[config.mk]
export PLATFORM = sky130hd
export DESIGN_NAME = tlb_port_sched_flat
export DESIGN_NICKNAME = d
export VERILOG_FILES = /design/src/rtl/tlb_port_sched_if.sv /design/src/rtl/tlb_port_sched.sv /design/src/flat_wrapper.sv
export SDC_FILE = /design/constraint.sdc
export NUM_CORES = 1
export LEC_CHECK = 0
export ABC_AREA = 1
export ABC_CLOCK_PERIOD_IN_PS = 3170
export BUFFER_PORTS_ARGS = -buffer_cell sky130_fd_sc_hd__clkbuf_2
export CORE_AREA = 2 2 222 224
export DETAILED_ROUTE_END_ITERATION = 8
export DIE_AREA = 0 0 224 226
export HOLD_SLACK_MARGIN = 0.03
export PLACE_DENSITY = 0.45
export SYNTH_ARGS = -nofsm -noshare
export SYNTH_HDL_FRONTEND = slang
export SYNTH_SLANG_ARGS = --single-unit
[constraint.sdc]
create_clock -name clk -period 3.17 [get_ports clk]
set_input_delay 0.4755 -clock clk [delete_from_list [all_inputs] [get_ports clk]]
set_output_delay 0.4755 -clock clk [all_outputs]
set_load 0.005 [all_outputs]
[src/rtl/tlb_port_sched_if.sv]
//------------------------------------------------------------------------------
// tlb_port_sched_if : requester / refill / flush / MMU bundle for tlb_port_sched
// Revision 1.0 - initial release
//------------------------------------------------------------------------------
`default_nettype none

interface tlb_port_sched_if #(
  parameter int SADDR = 64,
  parameter int SPCID = 12
);
  // Lookup requesters (0 = ifetch, 1 = data), packed per requester
  logic [1:0]         req_valid;
  logic [2*SADDR-1:0] req_va;
  logic [2*SPCID-1:0] req_pcid;
  logic [1:0]         req_ready;
  logic [1:0]         rsp_valid;
  logic               rsp_hit;
  logic [SADDR-1:0]   rsp_pa;

  logic               fill_valid;
  logic [SADDR-1:0]   fill_va;
  logic [SADDR-1:0]   fill_pa;
  logic [SPCID-1:0]   fill_pcid;
  logic               fill_ready;

  logic               flush_req;
  logic               flush_done;

  // MMU side
  logic               tlb_validate;
  logic               tlb_insert;
  logic               tlb_shutdown;
  logic [SADDR-1:0]   tlb_va;
  logic [SADDR-1:0]   tlb_pa;
  logic [SPCID-1:0]   tlb_pcid;
  logic [SADDR-1:0]   tlb_ta;
  logic               tlb_hit;
  logic               tlb_miss;

  // Scheduler view
  modport slave (
    input  req_valid, req_va, req_pcid,
    output req_ready, rsp_valid, rsp_hit, rsp_pa,
    input  fill_valid, fill_va, fill_pa, fill_pcid,
    output fill_ready,
    input  flush_req,
    output flush_done,
    output tlb_validate, tlb_insert, tlb_shutdown, tlb_va, tlb_pa, tlb_pcid,
    input  tlb_ta, tlb_hit, tlb_miss
  );

  // Environment view (requesters, page walker, MMU)
  modport master (
    output req_valid, req_va, req_pcid,
    input  req_ready, rsp_valid, rsp_hit, rsp_pa,
    output fill_valid, fill_va, fill_pa, fill_pcid,
    input  fill_ready,
    output flush_req,
    input  flush_done,
    input  tlb_validate, tlb_insert, tlb_shutdown, tlb_va, tlb_pa, tlb_pcid,
    output tlb_ta, tlb_hit, tlb_miss
  );
endinterface

`default_nettype wire

[src/rtl/tlb_port_sched.sv]
//------------------------------------------------------------------------------
// tlb_port_sched : single-op scheduler for a shared MMU/TLB port
//                  (flush > fill > round-robin lookup)
// Revision 1.0 - initial release
//------------------------------------------------------------------------------
`default_nettype none

module tlb_port_sched #(
  parameter int SADDR     = 64,
  parameter int SPCID     = 12,
  parameter int INS_CYC   = 2,
  parameter int FLUSH_CYC = 1,
  parameter int TIMEOUT   = 15
) (
  input  wire logic         clk,
  input  wire logic         rst_n,
  tlb_port_sched_if.slave   bus
);

  localparam int C_MAXV = (INS_CYC > FLUSH_CYC)
                        ? ((INS_CYC > TIMEOUT) ? INS_CYC : TIMEOUT)
                        : ((FLUSH_CYC > TIMEOUT) ? FLUSH_CYC : TIMEOUT);
  localparam int C_CW   = $clog2(C_MAXV + 1);

  localparam logic [C_CW-1:0] C_CNT_MAX    = {C_CW{1'b1}};
  localparam logic [C_CW-1:0] C_INS_LAST   = C_CW'(INS_CYC - 1);
  localparam logic [C_CW-1:0] C_FLUSH_LAST = C_CW'(FLUSH_CYC - 1);
  // Counter holds LOOK cycles already spent, so LOOK lasts at most TIMEOUT cycles
  localparam logic [C_CW-1:0] C_TO_LAST    = C_CW'(TIMEOUT - 1);

  typedef enum logic [1:0] {
    S_IDLE  = 2'd0,
    S_FLUSH = 2'd1,
    S_FILL  = 2'd2,
    S_LOOK  = 2'd3
  } state_e;

  state_e            state_q, state_d;
  logic              rr_q, rr_d;
  logic              gnt_q, gnt_d;
  logic [C_CW-1:0]   cnt_q, cnt_d;
  logic [SADDR-1:0]  tlb_va_q, tlb_va_d;
  logic [SADDR-1:0]  tlb_pa_q, tlb_pa_d;
  logic [SPCID-1:0]  tlb_pcid_q, tlb_pcid_d;
  logic [1:0]        rsp_valid_q, rsp_valid_d;
  logic              rsp_hit_q, rsp_hit_d;
  logic [SADDR-1:0]  rsp_pa_q, rsp_pa_d;

  logic [1:0]        w_ready;
  logic              w_gnt;
  logic              w_validate;
  logic              w_insert;
  logic              w_shutdown;
  logic              w_fill_ready;
  logic              w_flush_done;
  logic [C_CW-1:0]   w_cnt_inc;

  always_ff @(posedge clk) begin
    if (!rst_n) begin
      state_q     <= S_IDLE;
      rr_q        <= 1'b0;
      gnt_q       <= 1'b0;
      cnt_q       <= '0;
      tlb_va_q    <= '0;
      tlb_pa_q    <= '0;
      tlb_pcid_q  <= '0;
      rsp_valid_q <= '0;
      rsp_hit_q   <= 1'b0;
      rsp_pa_q    <= '0;
    end else begin
      state_q     <= state_d;
      rr_q        <= rr_d;
      gnt_q       <= gnt_d;
      cnt_q       <= cnt_d;
      tlb_va_q    <= tlb_va_d;
      tlb_pa_q    <= tlb_pa_d;
      tlb_pcid_q  <= tlb_pcid_d;
      rsp_valid_q <= rsp_valid_d;
      rsp_hit_q   <= rsp_hit_d;
      rsp_pa_q    <= rsp_pa_d;
    end
  end

  always_comb begin
    state_d      = state_q;
    rr_d         = rr_q;
    gnt_d        = gnt_q;
    cnt_d        = cnt_q;
    tlb_va_d     = tlb_va_q;
    tlb_pa_d     = tlb_pa_q;
    tlb_pcid_d   = tlb_pcid_q;
    rsp_valid_d  = '0;
    rsp_hit_d    = rsp_hit_q;
    rsp_pa_d     = rsp_pa_q;
    w_ready      = '0;
    w_gnt        = rr_q;
    w_validate   = 1'b0;
    w_insert     = 1'b0;
    w_shutdown   = 1'b0;
    w_fill_ready = 1'b0;
    w_flush_done = 1'b0;
    w_cnt_inc    = (cnt_q == C_CNT_MAX) ? cnt_q : cnt_q + 1'b1;

    case (state_q)
      S_IDLE: begin
        cnt_d = '0;
        if (bus.flush_req) begin
          state_d = S_FLUSH;
        end else if (bus.fill_valid) begin
          tlb_va_d   = bus.fill_va;
          tlb_pa_d   = bus.fill_pa;
          tlb_pcid_d = bus.fill_pcid;
          state_d    = S_FILL;
        end else if (|bus.req_valid) begin
          // Pointer owner wins if asking, otherwise the other requester
          w_gnt          = bus.req_valid[rr_q] ? rr_q : ~rr_q;
          w_ready[w_gnt] = 1'b1;
          tlb_va_d       = w_gnt ? bus.req_va[2*SADDR-1:SADDR]   : bus.req_va[SADDR-1:0];
          tlb_pcid_d     = w_gnt ? bus.req_pcid[2*SPCID-1:SPCID] : bus.req_pcid[SPCID-1:0];
          tlb_pa_d       = '0;
          gnt_d          = w_gnt;
          rr_d           = ~w_gnt;
          state_d        = S_LOOK;
        end
      end

      S_FLUSH: begin
        w_shutdown = 1'b1;
        if (cnt_q == C_FLUSH_LAST) begin
          w_flush_done = 1'b1;
          state_d      = S_IDLE;
        end else begin
          cnt_d = w_cnt_inc;
        end
      end

      S_FILL: begin
        w_insert = 1'b1;
        if (cnt_q == C_INS_LAST) begin
          w_fill_ready = 1'b1;
          state_d      = S_IDLE;
        end else begin
          cnt_d = w_cnt_inc;
        end
      end

      S_LOOK: begin
        w_validate = 1'b1;
        if (bus.tlb_hit) begin
          rsp_valid_d[gnt_q] = 1'b1;
          rsp_hit_d          = 1'b1;
          rsp_pa_d           = bus.tlb_ta;
          state_d            = S_IDLE;
        end else if (bus.tlb_miss || (cnt_q == C_TO_LAST)) begin
          rsp_valid_d[gnt_q] = 1'b1;
          rsp_hit_d          = 1'b0;
          rsp_pa_d           = '0;
          state_d            = S_IDLE;
        end else begin
          cnt_d = w_cnt_inc;
        end
      end

      default: state_d = S_IDLE;
    endcase
  end

  // Pulses and strobes are suppressed in a reset cycle so an abandoned op never reports
  assign bus.req_ready    = w_ready & {2{rst_n}};
  assign bus.tlb_validate = w_validate & rst_n;
  assign bus.tlb_insert   = w_insert & rst_n;
  assign bus.tlb_shutdown = w_shutdown & rst_n;
  assign bus.fill_ready   = w_fill_ready & rst_n;
  assign bus.flush_done   = w_flush_done & rst_n;

  assign bus.tlb_va    = tlb_va_q;
  assign bus.tlb_pa    = tlb_pa_q;
  assign bus.tlb_pcid  = tlb_pcid_q;
  assign bus.rsp_valid = rsp_valid_q;
  assign bus.rsp_hit   = rsp_hit_q;
  assign bus.rsp_pa    = rsp_pa_q;

endmodule

`default_nettype wire

[src/flat_wrapper.sv]
// flat-port wrapper written by rule: the top's interface ports become plain ports
module tlb_port_sched_flat 
#(
  parameter int SADDR     = 64,
  parameter int SPCID     = 12,
  parameter int INS_CYC   = 2,
  parameter int FLUSH_CYC = 1,
  parameter int TIMEOUT   = 15
)
  (clk, rst_n, bus_req_valid, bus_req_va, bus_req_pcid, bus_req_ready, bus_rsp_valid, bus_rsp_hit, bus_rsp_pa, bus_fill_valid, bus_fill_va, bus_fill_pa, bus_fill_pcid, bus_fill_ready, bus_flush_req, bus_flush_done, bus_tlb_validate, bus_tlb_insert, bus_tlb_shutdown, bus_tlb_va, bus_tlb_pa, bus_tlb_pcid, bus_tlb_ta, bus_tlb_hit, bus_tlb_miss);
  tlb_port_sched_if #(.SADDR(SADDR), .SPCID(SPCID)) bus_i ();
  input  wire logic clk;
  input  wire logic rst_n;
  input wire logic [$bits(bus_i.req_valid)-1:0] bus_req_valid;
  input wire logic [$bits(bus_i.req_va)-1:0] bus_req_va;
  input wire logic [$bits(bus_i.req_pcid)-1:0] bus_req_pcid;
  output wire logic [$bits(bus_i.req_ready)-1:0] bus_req_ready;
  output wire logic [$bits(bus_i.rsp_valid)-1:0] bus_rsp_valid;
  output wire logic [$bits(bus_i.rsp_hit)-1:0] bus_rsp_hit;
  output wire logic [$bits(bus_i.rsp_pa)-1:0] bus_rsp_pa;
  input wire logic [$bits(bus_i.fill_valid)-1:0] bus_fill_valid;
  input wire logic [$bits(bus_i.fill_va)-1:0] bus_fill_va;
  input wire logic [$bits(bus_i.fill_pa)-1:0] bus_fill_pa;
  input wire logic [$bits(bus_i.fill_pcid)-1:0] bus_fill_pcid;
  output wire logic [$bits(bus_i.fill_ready)-1:0] bus_fill_ready;
  input wire logic [$bits(bus_i.flush_req)-1:0] bus_flush_req;
  output wire logic [$bits(bus_i.flush_done)-1:0] bus_flush_done;
  output wire logic [$bits(bus_i.tlb_validate)-1:0] bus_tlb_validate;
  output wire logic [$bits(bus_i.tlb_insert)-1:0] bus_tlb_insert;
  output wire logic [$bits(bus_i.tlb_shutdown)-1:0] bus_tlb_shutdown;
  output wire logic [$bits(bus_i.tlb_va)-1:0] bus_tlb_va;
  output wire logic [$bits(bus_i.tlb_pa)-1:0] bus_tlb_pa;
  output wire logic [$bits(bus_i.tlb_pcid)-1:0] bus_tlb_pcid;
  input wire logic [$bits(bus_i.tlb_ta)-1:0] bus_tlb_ta;
  input wire logic [$bits(bus_i.tlb_hit)-1:0] bus_tlb_hit;
  input wire logic [$bits(bus_i.tlb_miss)-1:0] bus_tlb_miss;
  assign bus_i.req_valid = bus_req_valid;
  assign bus_i.req_va = bus_req_va;
  assign bus_i.req_pcid = bus_req_pcid;
  assign bus_req_ready = bus_i.req_ready;
  assign bus_rsp_valid = bus_i.rsp_valid;
  assign bus_rsp_hit = bus_i.rsp_hit;
  assign bus_rsp_pa = bus_i.rsp_pa;
  assign bus_i.fill_valid = bus_fill_valid;
  assign bus_i.fill_va = bus_fill_va;
  assign bus_i.fill_pa = bus_fill_pa;
  assign bus_i.fill_pcid = bus_fill_pcid;
  assign bus_fill_ready = bus_i.fill_ready;
  assign bus_i.flush_req = bus_flush_req;
  assign bus_flush_done = bus_i.flush_done;
  assign bus_tlb_validate = bus_i.tlb_validate;
  assign bus_tlb_insert = bus_i.tlb_insert;
  assign bus_tlb_shutdown = bus_i.tlb_shutdown;
  assign bus_tlb_va = bus_i.tlb_va;
  assign bus_tlb_pa = bus_i.tlb_pa;
  assign bus_tlb_pcid = bus_i.tlb_pcid;
  assign bus_i.tlb_ta = bus_tlb_ta;
  assign bus_i.tlb_hit = bus_tlb_hit;
  assign bus_i.tlb_miss = bus_tlb_miss;
  tlb_port_sched #(.SADDR(SADDR), .SPCID(SPCID), .INS_CYC(INS_CYC), .FLUSH_CYC(FLUSH_CYC), .TIMEOUT(TIMEOUT)) u_core (.clk(clk), .rst_n(rst_n), .bus(bus_i));
endmodule
* Word level (Yosys, flattened, before mapping)
Cells that the tools add are included.
** Storage, ports and cells
- Output and inout port bits :: 214
- Bits in registers :: 215
** Cells by class
- Equal/unequal tests :: 14
- Reduce and logical (&&, ||, !) cells :: 14
- $add $sub $neg :: 1
- Muxes and demuxes :: 46
- Bitwise gates (word level) :: 10
- Magnitude comparators :: 5
** Operators by type and width (count)
- 64-bit two-way mux :: 7
- 12-bit two-way mux :: 3
- 2-bit two-way mux :: 13
- 4-bit two-way mux :: 5
- 4-bit case mux with 4 select lines :: 1
- 1-bit two-way mux :: 14
- 4-bit AND reduction :: 3
- 4-bit equality test, second input constant :: 2
- 2-bit != test, second input constant :: 4
- 2-bit case mux with 4 select lines :: 1
- 1-bit by 2-bit less-than comparator with 1-bit output, second input constant :: 3
- 1-bit AND :: 5
- 4-bit by 1-bit adder with 4-bit output, second input constant :: 1
- 2-bit equality test, second input constant :: 2
- 4-bit by 1-bit equality test with 1-bit output, second input constant :: 1
- 4-bit logical NOT :: 1
- 2-bit by 1-bit != test with 1-bit output, second input constant :: 2
- 4-bit by 3-bit != test with 1-bit output, second input constant :: 1
- 1-bit NOT :: 4
- 2-bit AND reduction :: 2
- 2-bit nonzero test :: 2
- 3-bit by 2-bit != test with 1-bit output, second input constant :: 1
- 3-bit AND reduction :: 1
- 2-bit AND :: 1
- 7 further kinds :: 10

* Depth between registers and ports, before layout
Gate-level depths: netlist of run 1.
- Word-level depth :: 12
- Mapped depth :: 10

* Least setup slack after synthesis of run 1
No wires, ideal clock.
- Kind :: input-to-output
- Start point :: input bus_req_valid[0]
- End point :: output bus_req_ready[1]
- Required time :: 2.694 ns
- Path slack :: 1.503 ns
- Cell stages on the path :: 4
- Arrival time :: 1.191 ns
- Cell sequence :: o21ai_2 > inv_1 > clkbuf_1 > nor3_1
** Between the ends
- Cells in the longest elaborated chain, start to end :: 12
- Elaborated cells on any way between the ends :: 14
** RTL lines
- start, declared :: RTL line flat_wrapper.sv:14 : input wire logic [$bits(bus_i.req_valid)-1:0] bus_req_valid;
- 1-bit two-way mux (implied by the code) (2 in a row) :: RTL line tlb_port_sched.sv:116 : w_gnt = bus.req_valid[rr_q] ? rr_q : ~rr_q;
- 1-bit two-way mux :: RTL line tlb_port_sched.sv:116
- 1-bit by 2-bit less-than comparator with 1-bit output (implied by the code) / 1-bit greater-or-equal comparator (equally long branches) :: RTL line tlb_port_sched.sv:117 : w_ready[w_gnt] = 1'b1;
- 1-bit logical AND (implied by the code) :: RTL line tlb_port_sched.sv:117
- 1-bit two-way mux (implied by the code) :: RTL line tlb_port_sched.sv:117
- 1-bit demux with 1-bit select
- 2-bit two-way mux * :: RTL line tlb_port_sched.sv:114 : end else if (|bus.req_valid) begin
- 2-bit two-way mux * :: RTL line tlb_port_sched.sv:109 : end else if (bus.fill_valid) begin
- 2-bit two-way mux * :: RTL line tlb_port_sched.sv:107 : if (bus.flush_req) begin
- 2-bit two-way mux * :: RTL line tlb_port_sched.sv:104 : case (state_q)
- 2-bit AND * :: RTL line tlb_port_sched.sv:169 : assign bus.req_ready = w_ready & {2{rst_n}};
- end, declared :: RTL line flat_wrapper.sv:17 : output wire logic [$bits(bus_i.req_ready)-1:0] bus_req_ready;
Mark *: on every way between the ends. The rest lies on a longest branch, timed or not. The select of a mux whose other input is x is not followed.

* Worst setup path in the final report of run 1
- Start point :: register u_core.rr_q
- End point :: output bus_req_ready[1]
** Between the ends
- Cells in the longest elaborated chain, start to end :: 12
- Elaborated cells on any way between the ends :: 14
** RTL lines
- start, declared :: RTL line tlb_port_sched.sv:39 : logic rr_q, rr_d;
- start signal, assigned :: RTL line tlb_port_sched.sv:72 : rr_q <= rr_d;
- 1-bit two-way mux (implied by the code) (2 in a row) :: RTL line tlb_port_sched.sv:116
- 1-bit two-way mux * :: RTL line tlb_port_sched.sv:116
- 1-bit by 2-bit less-than comparator with 1-bit output (implied by the code) / 1-bit greater-or-equal comparator (equally long branches) :: RTL line tlb_port_sched.sv:117
- 1-bit logical AND (implied by the code) :: RTL line tlb_port_sched.sv:117
- 1-bit two-way mux (implied by the code) :: RTL line tlb_port_sched.sv:117
- 1-bit demux with 1-bit select *
- 2-bit two-way mux * :: RTL line tlb_port_sched.sv:114
- 2-bit two-way mux * :: RTL line tlb_port_sched.sv:109
- 2-bit two-way mux * :: RTL line tlb_port_sched.sv:107
- 2-bit two-way mux * :: RTL line tlb_port_sched.sv:104
- 2-bit AND * :: RTL line tlb_port_sched.sv:169
Marks and branches as above.

==> metrics, run 1 <==
first-pass GRT wire length=57.20 mm; core area=0.04834 mm2; # clock sinks=about 220; Worst Hold Class=in -> reg; Routed Antenna Nets=0; buffer levels on the longest clock path=3; RSZ-0062 raised after global routing=false; GPL Wtd Cong=~0.84; detailed-route vias per instance=4.347; gr ovfl total=0; critical path's largest stage delay=~0.70 ns; initial DRC count=about 420; TritonCTS clock tree=done; Post-CTS Resized=0; setup tns final=0 ns; Critical Path, Cell by Cell=o21ai_4 -> inv_2 -> nor3_1 -> clkbuf_2; area added between synthesis and finish=46.25%; Synthesized Nets=about 1600; Post-DP HPWL=27.21 mm; Ports=~580; Layout Nets=2069; Core Rows=81; Slew Viols, Final=0; Slew HR=33.38%; post-layout util=between 20% and 30%; Worst Path Max Fanout=37; Reg clk slew, reported paths=roughly 0.06 ns; crit path buf inv count=2; antenna violations before repair=0; Hold Buf Count CTS=0; die width=roughly 220 um; Ant. Diodes=0; # Post-CTS Setup Buffers=0; worst hold slack=~0.15 ns; vias=just over 10000; CP arrival=~2.1 ns; synthesized flop and latch total=215; die area=around 0.051 mm2; Initial Util=about a fifth; yosys warns=0; DRT Wirelength=38.44 mm; Layout Skew=about 0.010 ns; Root Buffer=clkbuf_16; post-synthesis sequential area ratio=between 40% and 50%; H-tree depth=1; Startpoint Class=flip-flop; max_cap viols=0; Global Route Usage Sum=14.22%; drt pass-1 iters=4; IO Port Bufs=about 580; largest net degree at the start of global routing=between 100 and 150; Final setup viols=0; number of global-route vias before repair=9895; Residual DRC=0; Slew @ Worst Pin=around 1 ns; Clock Latency Late Sink=approximately 0.56 ns; wire per inst=16.41 um; CP max stage cell=o21ai_4; Setup CP Type=reg -> out; Mapped Area=0.009086 mm2; share of layout cells above drive strength 1=41.74%; crit-path leading delay family=compound AO/OA/AOI/OAI gates; Cells after Synth=roughly 1200; CP Capture Type=output pin; pwr dens=a little under 600 mW/mm2; Final Hold Violating Endpoints=0; leakage power=about 6 nW; WP data required=between 2 and 3 ns; Mapped Avg Cell Area=around 7.7 um2; Max VDD drop=roughly 400 uV; Max Fclk=between 300 and 400 MHz; Distinct cells, synth=26; status=finished, final reports clean; CTS Buf Count=27; min cycle time layout=between 2 and 3 ns; Final Cycle Share=between 80% and 90%; Die H=between 200 and 250 um
[cell usage in the layout (no fill, tap or decap), types with 2 or more instances in the layout]
| cell | Yosys | routed |
|---|---|---|
| clkbuf_1 | 60 | 9 |
| or2_2 | 76 | 76 |
| inv_1 | 11 | 9 |
| dfxtp_1 | 215 | 215 |
| nor3_1 | 3 | 3 |
| o211ai_1 | 76 | 76 |
| clkbuf_2 | 1 | 576 |
| clkbuf_16 | 0 | 27 |
| clkbuf_8 | 0 | 5 |
| nand3_1 | 12 | 12 |
| nand2_1 | 286 | 285 |
| inv_2 | 5 | 6 |
| clkinv_2 | 0 | 4 |
| nor2_1 | 22 | 22 |
| o21ai_4 | 1 | 2 |
| nand4_1 | 2 | 2 |
| a21oi_1 | 286 | 286 |
| o21ai_0 | 47 | 47 |
| buf_12 | 0 | 3 |
| buf_4 | 6 | 10 |
| o21ai_1 | 31 | 31 |
| ha_1 | 4 | 4 |
| bufinv_16 | 0 | 2 |
[registers in the layout, summed over array words and instances, names as in the netlist]
signal / count
u_core.cnt_q: 4
u_core.bus.rsp_hit: 1
u_core.bus.rsp_valid: 2
u_core.state_q: 2
u_core.bus.tlb_pcid: 12
u_core.rr_q: 1
u_core.bus.tlb_pa: 64
u_core.gnt_q: 1
u_core.bus.rsp_pa: 64
u_core.bus.tlb_va: 64
[tightest hold or removal path: stages]
cell,delay (ns)
clkbuf_2,0.08
nand2_1,0.05
a21oi_1,0.05
[per-stage QoR]
step / instance area, um2 / setup WS [ns] / instances / total power, mW
2_1_floorplan: 9086 / 1.503 / 1182 / 4.002
3_3_place_gp: 12410 / 0.7794 / 2294 / 4.754
3_5_place_dp: 12410 / 0.7626 / 2294 / 4.765
4_1_cts: 13290 / 0.4871 / 2342 / 7.946
5_1_grt: 13290 / 0.4015 / 2342 / 8.213
6_report: 13290 / 0.5859 / 2342 / 7.765
[final cells by class]
cell class              count  area [um2]
repair buffers            590        3023
clock inverters             7       100.1
inverters                  16       62.56
flip-flops and latches    215        4304
well taps                 622       778.2
multi-input cells         851        4243
fillers                  5377       35050
clock buffers              41       778.2
[path summary, 6_finish.rpt]
kind,from,end,slack (ns),cells past startpoint
hold reg to reg,u_core.gnt_q,u_core.bus.rsp_valid[0],0.42,1
setup / recovery,u_core.rr_q,bus_req_ready[1],0.59,4
setup reg to reg,u_core.rr_q,u_core.bus.tlb_va[58],0.97,5
hold / removal,bus_fill_pa[5],u_core.bus.tlb_pa[5],0.15,3
[cells in the mapped netlist, drive strengths merged]
cell,count,area [um2]
o21ai,80,415.4
nor2,23,93.84
nand2,287,1085
a21oi,286,1431
inv,16,60.06
o211ai,76,570.6
or2,76,475.5
nand3,12,60.06
buf,39,259.0
clkbuf,61,230.2
nand4,2,12.51
ha,4,50.05
dfxtp,215,4304
a211oi,1,7.510
nor3,4,31.28
[logic make-up after synthesis]
kind of cell / synth area share (%)
adders and majority gates: 0.5508
buffers and inverters: 6.045
AOI/OAI and AO/OA: 26.69
DFF: 47.37
and+or+nand+nor: 19.35
[report_power, final]
group          switching (mW)  leakage, nW  internal, mW
combinational           0.934         3.75         0.642
sequential              0.147         1.75          2.96
clock                    1.23        0.433          1.85
[per-layer routing]
layer  track usage (%)  wire, um  up-vias
met1             17.63     16100     4639
met3             3.773      2852       64
li1                  -         -     5063
met5                 0         0        -
met2             23.68     18120      414
met4             5.140      1373        0
(Power assumes the default switching activity.)
==> run 2, diff against run 1 <==
ABC_AREA = 0   (was 1)
ABC_CLOCK_PERIOD_IN_PS = 2600   (was 3170)
CORE_AREA = 2 2 225 227   (was 2 2 222 224)
DIE_AREA = 0 0 227 229   (was 0 0 224 226)
PLACE_DENSITY = 0.44   (was 0.45)
clock period = 2.6 ns   (was 3.17 ns; I/O delays follow)
==> run 2 against run 1 <==
  * Final cell count down 4.2%
  * Synthesized cell count down 12%
  * Sequential power up 16%
  * Critical path type unchanged
  * Non-clock buffer count up 8
==> metrics, run 2 <==
Core Rows=82 (+1.2%); FFs w/ async S/R, synth=0% (unchanged); post-synth top area cell=dfxtp_1; max_cap viols=0 (unchanged); met1 Use GR=16.21% (-1.4 points); Clock Latency Late Sink=0.55 ns (about the same); Logic pwr share=17.3% (-3.0 points); Critical Path, Cell by Cell=nand2b_4 -> nand2_4 -> nor2_1 -> clkbuf_2; area added between synthesis and finish=48.79%; WP data required=2.21 ns (-0.48 ns); Mapped Area=0.009233 mm2 (+1.6%); CP max stage cell=dfxtp_1; Slew HR=34.97% (+1.6 points); pwr dens=648.7 mW/mm2 (+11%); yosys warns=0 (unchanged); GPL Wtd Cong=0.7865 (-6.1%); largest family of logic cells by synthesized area=compound AO/OA/AOI/OAI gates; Routed Antenna Nets=0 (unchanged); CTS Buf Count=27 (unchanged); leakage power=6.328 nW (+6.6%); min cycle time layout=2.416 ns; wire per inst=17.10 um (+4.2%); die area=0.05198 mm2 (+2.7%); Compound-Gate Fraction of Synth Area=25.17% (-1.5 points); Slew Viols, Final=0 (unchanged); Setup CP Type=reg -> out; status=finished, final reports clean; Startpoint Class=flip-flop; Worst Hold Class=in -> reg; Max VDD drop=431.4 uV (+11%); dpl cells=2193 (-4.4%); Ant. Diodes=0 (unchanged); Initial Util=18.59% (-0.20 points); CP arrival=2.03 ns (-0.08 ns); Max Fclk=413.9 MHz; gr ovfl total=0 (unchanged); post-synthesis mux area share=0.3252% (+0.33 points); Residual DRC=0 (unchanged); synthesized flop and latch total=215 (unchanged); Root Buffer=clkbuf_16; setup tns final=0 ns (unchanged); Synth Area in XOR/XNOR=0% (unchanged); number of global-route vias before repair=9887 (-0.081%); most frequent cells after synthesis=dfxtp_1, nor2_1, a22oi_1, clkbuf_1; ys flop type=dfxtp_1; critical path's largest stage delay=0.36 ns (-0.34 ns); Final Cycle Share=between 90 and 100%; number of synthesized flops with an enable pin=0 (unchanged); post-layout util=27.66% (+0.17 points); Cells after Synth=1038 (-12%); drt pass-1 iters=5 (+1); Global Route Usage Sum=13.89% (-0.33 points); Post-Synth Adder-Cell Area=0.5421% (-0.0087 points); Post-DP HPWL=27.13 mm (-0.27%); Sw Pwr=2.450 mW (+5.9%); core area=0.04966 mm2 (+2.7%); buffer levels on the longest clock path=3 (unchanged); GR peak layer=met2; CP Capture Type=output pin; most common cell in the synthesized netlist=dfxtp_1; Clk pwr share=42.2% (+2.5 points); first-pass GRT wire length=56.97 mm (-0.41%); Mapped Avg Cell Area=8.895 um2 (+16%); Final Hold Violating Endpoints=0 (unchanged); post-synthesis sequential area ratio=46.62% (-0.75 points); commonest cells after routing, fill and taps aside=clkbuf_2, dfxtp_1, nor2_1, a22oi_1; H-tree depth=1 (unchanged); Ports=578 (unchanged); Slew @ Worst Pin=0.9755 ns (-0.02383 ns); RSZ-0062 raised after global routing=false; antenna violations before repair=1 (+1); die width=227 um (+1.3%); Final setup viols=0 (unchanged); Synthesized Nets=1406 (-9.3%); IO Port Bufs=577 (unchanged); # Post-CTS Setup Buffers=0 (unchanged); Die H=229 um (+1.3%); Synth top area share=46.62% (-0.75 points); DRT Wirelength=38.35 mm (-0.24%); Seq pwr share=40.5% (+0.5 points); Distinct cells, synth=35 (+35%); fin cells=2243 (-4.2%); M3 GR Usage=3.541% (-0.23 points); Layout Skew=0.01853 ns (+0.008398 ns); Reg clk slew, reported paths=0.06 ns (about the same); vias=9982 (-1.9%); Worst Path Max Fanout=25 (-32%); post-synthesis simple-gate area fraction=22.05% (+2.7 points); # clock sinks=215 (unchanged); internal power=6.462 mW (+19%); commonest non-fill, non-tap cell in the layout=clkbuf_2; switch share=27.49% (-2.3 points); initial DRC count=453 (+7.3%); TritonCTS clock tree=done; cells taking the most area after synthesis=dfxtp_1, a22oi_1, a211oi_1, nor2_1, and3_1; largest net degree at the start of global routing=155 (+9.2%); Tot Pwr=8.912 mW (+15%); met2 Track Usage GR=24.82% (+1.1 points); Layout Nets=1919 (-7.2%); detailed-route vias per instance=4.450 (+2.4%); share of layout cells above drive strength 1=42.84% (+1.1 points)
## run 2: timing repair
item / in CTS / in global routing
hold buffers: 1 / 0
gates resized for setup: 2 / 0
setup endpoints to repair: 2 / 0
hold endpoints to repair: 1 / 0
## run 2: path summary, 6_finish.rpt
| kind | from | to | slack, ns | cells past startpoint |
|---|---|---|---|---|
| worst min register to register | u_core.gnt_q | u_core.bus.rsp_valid[0] | 0.46 | 1 |
| worst max-delay path | u_core.rr_q | bus_req_ready[1] | 0.18 | 4 |
| worst max register to register | u_core.cnt_q[0] | u_core.bus.rsp_pa[19] | 0.41 | 7 |
| worst min-delay path | bus_fill_pa[23] | u_core.bus.tlb_pa[23] | 0.07 | 3 |
## run 2: cell families after synthesis
| logic type | count (synthesis) |
|---|---|
| adder cells (fa/ha/maj) | 4 |
| flip-flops | 215 |
| AND/OR/NAND/NOR | 399 |
| AO/OA/AOI/OAI | 298 |
| multiplexers | 3 |
| buffers and inverters | 119 |
## run 2: metal layers
layer / share of wire (%) / vias up
met3: 7.8 / 57
li1: - / 4837
met4: 2.3 / 0
met5: 0 / -
met1: 40 / 4702
met2: 50 / 386
## run 2: layout make-up
| cell class | instances | area, um2 |
|---|---|---|
| fillers | 5532 | 35920 |
| inverters | 5 | 21.27 |
| multi-input cells | 704 | 4482 |
| clock buffers | 38 | 777.0 |
| clock inverters | 11 | 108.9 |
| well taps | 672 | 840.8 |
| repair buffers | 598 | 3203 |
| flip-flops and latches | 215 | 4304 |
## run 2: critical path: cells and delay by family, from the launching register on
family | cells | cell delay, ns
flops | 1 | 0.36
simple gates | 3 | 0.93
buf+inv | 1 | 0.16
## run 2: power groups by stage
stage,clock [mW],combinational [mW],sequential (mW)
floorplan,0,0.752,3.69
global placement,0,1.56,3.68
detailed placement,0,1.57,3.68
CTS,3.91,1.57,3.61
global route,4.05,1.70,3.64
finish,3.76,1.54,3.61
## run 2: through the flow
stage	setup WS (ns)	hold slack [ns]	area [um2]
after global routing	0.02523	0.04772	13740
after detailed placement	0.3686	0.4507	12830
after global placement	0.4230	0.4574	12830
final	0.1838	0.07112	13740
after floorplan	0.7019	0.3993	9233
after CTS	0.07797	0.03155	13740
